## src/rtl/mem_lsu.sv

```systemverilog
// mem_lsu: load/store unit in front of the byte-addressed data RAM.
//
// The unit takes one request at a time from execute, checking the opcode,
// alignment and bounds. A legal request drives the RAM controls for exactly
// one ACCESS cycle. Every request, including a faulting one, produces one
// registered response. That response is held until writeback accepts it.
//
// Ports:
//   i_clk, i_rst_n              clock, synchronous active-low reset
//   i_req_valid / o_req_ready   request handshake (ready only in IDLE)
//   i_req_op/addr/wdata/rd      MIPS major opcode, byte address, store data, dest tag
//   o_mem_addr/rsize/rsign      RAM read controls (sizes 1/2/4, 0 = idle)
//   o_mem_wsize/wdata           RAM write controls (RAM writes when wsize != 0)
//   i_mem_rdata                 combinational, already extended RAM read data
//   o_resp_valid / i_resp_ready response handshake
//   o_resp_data/rd/wen          load result, echoed tag, register write enable
//   o_resp_exc/cause/badaddr    fault flag, cause (1 misalign, 2 bounds, 3 opcode), address

`ifndef MEM_SIZE
`define MEM_SIZE 4096
`endif

module mem_lsu #(
  parameter int unsigned MEM_BYTES = `MEM_SIZE
) (
  input  logic        i_clk,
  input  logic        i_rst_n,
  input  logic        i_req_valid,
  output logic        o_req_ready,
  input  logic [5:0]  i_req_op,
  input  logic [31:0] i_req_addr,
  input  logic [31:0] i_req_wdata,
  input  logic [4:0]  i_req_rd,
  output logic [31:0] o_mem_addr,
  output logic [2:0]  o_mem_rsize,
  output logic        o_mem_rsign,
  output logic [2:0]  o_mem_wsize,
  output logic [31:0] o_mem_wdata,
  input  logic [31:0] i_mem_rdata,
  output logic        o_resp_valid,
  input  logic        i_resp_ready,
  output logic [31:0] o_resp_data,
  output logic [4:0]  o_resp_rd,
  output logic        o_resp_wen,
  output logic        o_resp_exc,
  output logic [1:0]  o_resp_cause,
  output logic [31:0] o_resp_badaddr
);

  typedef enum logic [1:0] {IDLE, ACCESS, RESP} state_t;

  localparam logic [32:0] MEM_LIMIT = 33'(MEM_BYTES);

  state_t      state, state_next;

  logic [2:0]  req_size;
  logic        req_sign;
  logic        req_load;
  logic        req_misaligned;
  logic        req_oob;
  logic [1:0]  req_cause;
  logic [32:0] req_end;

  logic [31:0] cap_addr;
  logic [31:0] cap_wdata;
  logic [2:0]  cap_size;
  logic        cap_sign;
  logic        cap_load;
  logic [4:0]  cap_rd;

  // Decode the incoming opcode and classify the request. A size of zero
  // marks an illegal opcode. The end address is formed in 33 bits so that
  // requests near 0xFFFFFFFF cannot wrap back into range.
  always_comb begin
    req_size = 3'd0;
    req_sign = 1'b0;
    req_load = 1'b0;
    case (i_req_op)
      6'h20: begin req_size = 3'd1; req_sign = 1'b1; req_load = 1'b1; end
      6'h21: begin req_size = 3'd2; req_sign = 1'b1; req_load = 1'b1; end
      6'h23: begin req_size = 3'd4; req_load = 1'b1; end
      6'h24: begin req_size = 3'd1; req_load = 1'b1; end
      6'h25: begin req_size = 3'd2; req_load = 1'b1; end
      6'h28: req_size = 3'd1;
      6'h29: req_size = 3'd2;
      6'h2B: req_size = 3'd4;
      default: ;
    endcase
    req_misaligned = ((req_size == 3'd2) && i_req_addr[0]) ||
                     ((req_size == 3'd4) && (i_req_addr[1:0] != 2'b00));
    req_end = {1'b0, i_req_addr} + {30'd0, req_size};
    req_oob = (req_end > MEM_LIMIT);
    if (req_size == 3'd0)
      req_cause = 2'd3;
    else if (req_misaligned)
      req_cause = 2'd1;
    else if (req_oob)
      req_cause = 2'd2;
    else
      req_cause = 2'd0;
  end

  // State register.
  always_ff @(posedge i_clk) begin
    if (!i_rst_n)
      state <= IDLE;
    else
      state <= state_next;
  end

  // Next-state logic and the handshake and RAM control outputs. RAM
  // controls are only nonzero during ACCESS. The write size is also gated by
  // reset so that a store caught by reset never reaches the RAM.
  always_comb begin
    state_next   = state;
    o_req_ready  = 1'b0;
    o_resp_valid = 1'b0;
    o_mem_addr   = 32'd0;
    o_mem_rsize  = 3'd0;
    o_mem_rsign  = 1'b0;
    o_mem_wsize  = 3'd0;
    o_mem_wdata  = 32'd0;
    case (state)
      IDLE: begin
        o_req_ready = 1'b1;
        if (i_req_valid)
          state_next = (req_cause == 2'd0) ? ACCESS : RESP;
      end
      ACCESS: begin
        o_mem_addr = cap_addr;
        if (cap_load) begin
          o_mem_rsize = cap_size;
          o_mem_rsign = cap_sign;
        end else begin
          o_mem_wsize = i_rst_n ? cap_size : 3'd0;
          o_mem_wdata = cap_wdata;
        end
        state_next = RESP;
      end
      RESP: begin
        o_resp_valid = 1'b1;
        if (i_resp_ready)
          state_next = IDLE;
      end
      default: state_next = IDLE;
    endcase
  end

  // Request capture and the response registers. A faulting request fills the
  // response directly from IDLE. A legal one fills it at the end of ACCESS.
  // The response registers stay at zero outside RESP.
  always_ff @(posedge i_clk) begin
    if (!i_rst_n) begin
      cap_addr       <= 32'd0;
      cap_wdata      <= 32'd0;
      cap_size       <= 3'd0;
      cap_sign       <= 1'b0;
      cap_load       <= 1'b0;
      cap_rd         <= 5'd0;
      o_resp_data    <= 32'd0;
      o_resp_rd      <= 5'd0;
      o_resp_wen     <= 1'b0;
      o_resp_exc     <= 1'b0;
      o_resp_cause   <= 2'd0;
      o_resp_badaddr <= 32'd0;
    end else begin
      case (state)
        IDLE: begin
          if (i_req_valid) begin
            cap_addr  <= i_req_addr;
            cap_wdata <= i_req_wdata;
            cap_size  <= req_size;
            cap_sign  <= req_sign;
            cap_load  <= req_load;
            cap_rd    <= i_req_rd;
            if (req_cause != 2'd0) begin
              o_resp_data    <= 32'd0;
              o_resp_rd      <= i_req_rd;
              o_resp_wen     <= 1'b0;
              o_resp_exc     <= 1'b1;
              o_resp_cause   <= req_cause;
              o_resp_badaddr <= i_req_addr;
            end
          end
        end
        ACCESS: begin
          o_resp_rd      <= cap_rd;
          o_resp_exc     <= 1'b0;
          o_resp_cause   <= 2'd0;
          o_resp_badaddr <= 32'd0;
          o_resp_data    <= cap_load ? i_mem_rdata : 32'd0;
          o_resp_wen     <= cap_load;
        end
        RESP: begin
          if (i_resp_ready) begin
            o_resp_data    <= 32'd0;
            o_resp_rd      <= 5'd0;
            o_resp_wen     <= 1'b0;
            o_resp_exc     <= 1'b0;
            o_resp_cause   <= 2'd0;
            o_resp_badaddr <= 32'd0;
          end
        end
        default: ;
      endcase
    end
  end

endmodule
```

## config.mk

```make
export PLATFORM = sky130hd
export DESIGN_NAME = mem_lsu
export DESIGN_NICKNAME = d
export VERILOG_FILES = /design/src/rtl/mem_lsu.sv
export SDC_FILE = /design/constraint.sdc
export NUM_CORES = 1
export LEC_CHECK = 0
export CELL_PAD_IN_SITES_DETAIL_PLACEMENT = 1
export CELL_PAD_IN_SITES_GLOBAL_PLACEMENT = 1
export CORE_AREA = 2 2 152 154
export CTS_BUF_LIST = sky130_fd_sc_hd__clkbuf_4
export CTS_CLUSTER_SIZE = 14
export DETAILED_ROUTE_END_ITERATION = 10
export DIE_AREA = 0 0 154 156
export MAX_ROUTING_LAYER = met4
export PLACE_DENSITY_LB_ADDON = 0.1
export SLEW_MARGIN = 20
export SYNTH_ARGS = -nofsm -noshare
export SYNTH_HDL_FRONTEND = slang
export SYNTH_SLANG_ARGS = --single-unit
```

## constraint.sdc

```tcl
create_clock -name i_clk -period 5.2 [get_ports i_clk]
set_clock_uncertainty 0.05 [all_clocks]
set_input_delay 1.04 -clock i_clk [delete_from_list [all_inputs] [get_ports i_clk]]
set_output_delay 1.04 -clock i_clk [all_outputs]
set_load 0.02 [all_outputs]
```

==> results of run 1 <==
[worst max-delay path, delay by kind of cell]
family | cells | cell delay [ps]
and+or+nand+nor | 6 | 1540
buffers and inverters | 2 | 780
AOI/OAI and AO/OA | 4 | 770
adders and majority gates | 2 | 500
muxes | 1 | 210
[power by group through the flow]
stage	logic, µW	clock network, µW	registers, µW
2_1_floorplan	331	0	1320
3_3_place_gp	591	0	1280
3_5_place_dp	595	0	1280
4_1_cts	597	801	1260
5_1_grt	639	854	1270
6_report	586	770	1260
[how the worst max path moves through the flow]
stage | end | from | depth (start not counted)
after floorplan | o_resp_rd[1] | i_req_op[4] | 13
after global placement | o_resp_data[16] | i_req_op[1] | 15
after detailed placement | o_resp_data[18] | i_req_op[1] | 15
after CTS | o_resp_data[11] | i_req_op[1] | 15
after global routing | o_resp_badaddr[7] | i_req_op[1] | 15
final | o_resp_data[11] | i_req_op[1] | 15
[kinds of logic (layout without fill, tap and decap cells)]
logic type | Yosys count | in the layout | synth area share, %
other cells | 0 | 1 | 0
buf+inv | 80 | 311 | 6.12
xor+xnor | 11 | 11 | 1.29
flops | 149 | 149 | 40.0
simple gates | 441 | 441 | 29.4
fa+ha+maj | 7 | 7 | 1.27
mux | 66 | 66 | 8.86
compound gates | 129 | 129 | 13.0
[cells in the mapped netlist, types with 4 or more instances]
library cell,instances,area share [%]
nand2_1,259,13
dfxtp_1,149,40
a21boi_0,75,7.5
and2_1,69,5.8
mux2i_1,66,8.9
clkbuf_1,53,2.7
nand3b_1,32,3.2
nand3_1,15,1.0
and3_1,14,1.2
nor2_1,12,0.60
a21oi_1,11,0.74
a31oi_1,10,0.84
inv_1,9,0.45
nor2b_1,8,0.67
buf_12,7,1.9
nand4_1,7,0.59
ha_1,6,1.0
o211a_1,6,0.81
xnor2_1,6,0.70
nor3_1,5,0.34
xor2_1,5,0.59
buf_2,4,0.27
[metal layers]
layer  vias to the layer above  track usage [%]  routed length (µm)
li1                       3396                -                   -
met1                      3272             25.7               11200
met2                       151             33.2               11300
met3                        12             4.28                1040
met4                         0             4.23                 239
met5                         -                -                   0
[area by class of cell]
cell class / instances / area [µm²] / area share [%]
Sequential cell: 149 / 2980 / 28.7
Multi-Input combinational cell: 654 / 4030 / 38.8
Clock buffer: 17 / 128 / 1.23
Clock inverter: 13 / 159 / 1.53
Antenna cell: 1 / 2.50 / 0.0241
Timing Repair Buffer: 271 / 2690 / 25.9
Tap cell: 285 / 357 / 3.43
Inverter: 10 / 37.5 / 0.361
[through the flow]
step | total power, µW | hold WS [ps] | instance area [µm²] | instances
5_1_grt | 2760 | 435 | 10400 | 1400
2_1_floorplan | 1650 | 387 | 7460 | 883
3_5_place_dp | 1880 | 397 | 10100 | 1369
3_3_place_gp | 1870 | 388 | 10100 | 1369
4_1_cts | 2650 | 415 | 10400 | 1399
6_report | 2610 | 415 | 10400 | 1400
[placed cells by master (no fill, tap or decap), types with 7 or more instances in the layout]
cell / Yosys / layout
nand3_1: 15 / 15
nor2b_1: 8 / 7
clkbuf_4: 0 / 17
and2_1: 69 / 68
a21oi_1: 11 / 11
nor2_1: 12 / 12
inv_1: 9 / 9
a21boi_0: 75 / 75
mux2i_1: 66 / 66
a31oi_1: 10 / 10
nand3b_1: 32 / 32
and3_1: 14 / 14
clkdlybuf4s50_1: 0 / 255
nand2_1: 259 / 258
buf_4: 3 / 14
nand4_1: 7 / 7
dfxtp_1: 149 / 149
[registers in the layout, summed over array words and instances (netlist names), 2 cells and up]
signal	flops
o_resp_data	32
o_resp_badaddr	32
o_resp_rd	5
state	2
cap_size	3
o_resp_cause	2
cap_addr	32
cap_wdata	32
cap_rd	5
==> impl_metrics.toml, run 1 <==
[run_status]
status = "finished clean"

[critical_path]
cp.arrival_ps = 4860
cpPeakStageDelay_ps = 540
cp.required_ps = 5620
worstPathCellList = "clkdlybuf4s50_1, a21oi_1, nand2_1, nor2_1, ha_1, fa_1, a21oi_2, nor4_4, a211oi_1, a31oi_1, nor3_2, nand4_4, and2_4, buf_4, mux2i_1"
path_max_fanout = 37
r2r_end = "o_resp_data[11]"
crit_slowest_cell = "and2_4"
end_kind = "flop"
path_class = "in2reg"
r2r_slack_ps = 2270
reg2reg_depth = 8
cp-start-kind = "primary input"
reg2reg_from = "state[0]"

[synth]
synth_ff_type = "dfxtp_1"
synth_nets = 1001
netlist_area_um2 = 7460
syn_area_per_cell_um2 = 8.45
synth_edf_count = 0
netlist-cell-type-count = 61
synth_warnings = 0
async_reset_ff_share_pct = 0
syn_inst = 883
seq_area_frac_synth_pct = 40.0
yosys_register_bits = 149

[global_routing]
grt_max_degree = 76
grt_pass1_wl_um = 37600
grt-ovfl-total = 0
antenna_found_initial = 1
grt_pass1_vias = 6944
grt_use_total_pct = 20.2

[clocking]
cts-root-buf = "clkbuf_4"
insertion_delay_ps = 540
cts_buffers = 17
cts.clk_slew.worst_paths_ps = 120
cts_tree = "done"
cts_max_level = 4
post_cts_buffers = 0
post_cts_resized = 0
hold_buffers = 0
clock-sinks = 149
cts.path.max_buffers = 2

[power]
combPwrFrac_pct = 22.4
switching_share_pct = 30.4
power.internal_uw = 1820
ir_drop_mv = 0.129
leakagePower_uw = 0.00392
powerDensity_nw_per_um2 = 251
clkPwrFrac_pct = 29.5
power_frac_seq_pct = 48.1
net-switching-power_uw = 793

[routing]
totalWireLength_um = 23700
wire_per_inst_um = 17.0
drt_iter0_markers = 263
drt-pass1-iter-count = 4
drcViolationCount = 0
via_per_inst = 4.88
ant_nets = 0
vias = 6831

[sta]
setup_ws_ps = 768
worst_pin_slew_ps = 875
hold_viol_final = 0
slew_headroom_pct = 41.7
rsz0062_at_grt = "no"
slew_violations = 0
fin_crit_sh_pct = 85.2
finalSetupTns_ps = 0
fin_crit_ps = 4430
setup_viol = 0
fmax_ghz = 0.226

[place]
dp_hpwl_um = 16700
port_buffers = 256
place.gp.congestion = 0.776
pre_cts_slack_ps = 197

[job]
drv_cap = 0

[floorplan]
ioPinCount = 257
die_h_um = 156
die_x_um = 154
core_um2 = 22400
row_count = 55
die_area_um2 = 24000
start_util_pct = 33.3

[worst_hold_path]
whs_path_depth = 2
hp-start = "cap_wdata[25]"
hold_class = "reg2reg"
min_to = "cap_wdata[25]"

[final_layout]
nets = 1221
drive_gt1_share_pct = 6.10
final_util_pct = 46.4
n_fill_cell = 2674
area_delta_synth_final_pct = 39.3
(Power assumes the default switching activity.)
==> run 2: changes to the inputs <==
ABC_AREA = 1   (was default)
CORE_AREA = 2 2 159 161   (was 2 2 152 154)
DIE_AREA = 0 0 161 163   (was 0 0 154 156)
GPL_TIMING_DRIVEN = 1   (was default)
==> impl_metrics.toml, run 2 <==
[run_status]
status = "finished clean"

[floorplan]
row_count = 58
ioPinCount = 257
core_um2 = 24700
start_util_pct = 31.5
die_area_um2 = 26200
die_h_um = 163
die_x_um = 161

[routing]
drt-pass1-iter-count = 7
via_per_inst = 4.95
drcViolationCount = 0
drt_iter0_markers = 558
vias = 8832
totalWireLength_um = 30100
ant_nets = 0
wire_per_inst_um = 16.8

[clocking]
cts-root-buf = "clkbuf_4"
insertion_delay_ps = 520
hold_buffers = 0
cts_tree = "done"
cts_buffers = 17
post_cts_resized = 0
cts_max_level = 4
cts.path.max_buffers = 2
post_cts_buffers = 0
cts.clk_slew.worst_paths_ps = 140
clock-sinks = 149

[final_layout]
area_delta_synth_final_pct = 40.3
layout_common_cells = "305 x nand2_1, 255 x clkdlybuf4s50_1, 232 x nor2_1"
layout_commonest_cell = "nand2_1"
n_fill_cell = 3194
drive_gt1_share_pct = 4.34
nets = 1558

[global_routing]
grt_pass1_vias = 8886
grt_pass1_wl_um = 47500
grt_use_total_pct = 23.3
grt_max_degree = 76
antenna_found_initial = 1
grt-ovfl-total = 0

[synth]
yosysTopAreaCell = "dfxtp_1"
synth_ff_type = "dfxtp_1"
synth_edf_count = 0
synth_common_cells = "306 x nand2_1, 232 x nor2_1, 149 x dfxtp_1"
syn_area_per_cell_um2 = 6.31
async_reset_ff_share_pct = 0
ys_top_cells_by_area = "dfxtp_1 38%, nand2_1 15%, nor2_1 11%"
synth_nets = 1349
netlist_area_um2 = 7770
synth_warnings = 0
netlist-cell-type-count = 33
yosysMostFrequentCell = "nand2_1"
synth_top_area_share_pct = 38.4
seq_area_frac_synth_pct = 38.4
syn_inst = 1231
yosys_register_bits = 149

[sta]
rsz0062_at_grt = "no"
fmax_ghz = 0.225
slew_violations = 0
worst_pin_slew_ps = 940
finalSetupTns_ps = 0
fin_crit_ps = 4450
setup_viol = 0
slew_headroom_pct = 37.3
hold_viol_final = 0
fin_crit_sh_pct = 85.6

[power]
ir_drop_mv = 0.179
p_total_uw = 3600
powerDensity_nw_per_um2 = 331
leakagePower_uw = 0.00441

[worst_hold_path]
min_to = "o_resp_rd[3]"
hp-start = "o_resp_rd[3]"
hold_class = "reg2reg"
whs_path_depth = 2

[place]
place.gp.congestion = 0.920
port_buffers = 256
dp_hpwl_um = 21400

[critical_path]
reg2reg_from = "state[0]"
path_max_fanout = 34
end_kind = "flop"
cp.arrival_ps = 4870
reg2reg_depth = 8
cp.required_ps = 5620
r2r_slack_ps = 2570
cp-start-kind = "primary input"
path_class = "in2reg"
r2r_end = "o_resp_badaddr[21]"

[job]
drv_cap = 0
run 2: cell types whose count changed in the layout (fill, tap and decap cells not counted), sizes merged, moves of 9 or more:
cell and change:
a21boi -75, a21oi +103, a31oi -9, and2 -69
and3 -14, inv +104, mux2i -66, nand2 +48
nand3 +20, nand3b -31, nand4 +66, nor2 +223
o21ai +85
run 2: worst max-delay path: stages:
cell and delay [ps]:
clkdlybuf4s50_1 450, inv_1 40, nor2_1 120, inv_1 70, a211oi_1 250, nand2_1 120, inv_1 80, ha_1 220
fa_1 240, nand3_1 90, nand2_1 130, nand3_1 200, nor2_1 280, nand2_1 80, nand2_1 70, nand3_1 70
nor2_1 190, nand3_1 100, nor2_1 180, nand3_2 170, nand3_4 220, buf_12 230, nand2_1 80, a21oi_1 130
run 2: metrics by stage:
step | utilization (%) | hold slack, ps | cells | instance area (µm²) | worst slack [ps]
2_1_floorplan | - | 405 | 1231 | 7770 | 1340
4_1_cts | 44.1 | 423 | 1783 | 10900 | 778
3_3_place_gp | 42.8 | 397 | 1751 | 10600 | 281
6_report | 44.2 | 420 | 1785 | 10900 | 749
5_1_grt | 44.2 | 444 | 1785 | 10900 | 395
3_5_place_dp | 42.8 | 405 | 1751 | 10600 | 185
run 2: power by group:
part	total, µW	switching (µW)	internal [µW]
registers	1410	98.7	1310
clock network	870	469	401
logic	1320	849	473
total	3600	1420	2190
run 2: worst max path at each step:
stage	startpoint	to	slack, ps	cells after the start
after floorplan	i_req_op[5]	o_resp_badaddr[10]	1340	23
after global placement	i_req_op[5]	o_resp_data[11]	280	24
after detailed placement	i_req_op[5]	o_resp_data[12]	180	24
after CTS	i_req_op[5]	o_resp_data[2]	780	24
after global routing	i_req_op[5]	o_resp_wen	400	24
final	i_req_op[5]	o_resp_data[12]	750	24
run 2: metal layers:
metal	track usage (%)	vias up	wire length, µm
met4	5.36	0	466
met5	-	-	0
met1	31.4	4194	14500
met3	5.12	30	1660
li1	-	4371	-
met2	35.7	237	13400
run 2: logic make-up after synthesis:
| family | share of synthesized area [%] |
|---|---|
| buffers and inverters | 10.1 |
| XOR/XNOR | 0.451 |
| flip-flops | 38.4 |
| AND/OR/NAND/NOR | 36.0 |
| AO/OA/AOI/OAI | 13.9 |
| adder cells (fa/ha/maj) | 1.22 |
run 2: final cells by class:
| class | count | area, µm² | area share [%] |
|---|---|---|---|
| Clock inverter | 13 | 196 | 1.80 |
| Timing Repair Buffer | 271 | 2720 | 25.0 |
| Inverter | 114 | 429 | 3.94 |
| Antenna cell | 2 | 5.00 | 0.0459 |
| Multi-Input combinational cell | 887 | 4010 | 36.8 |
| Tap cell | 330 | 413 | 3.79 |
| Clock buffer | 19 | 143 | 1.31 |
| Sequential cell | 149 | 2980 | 27.4 |
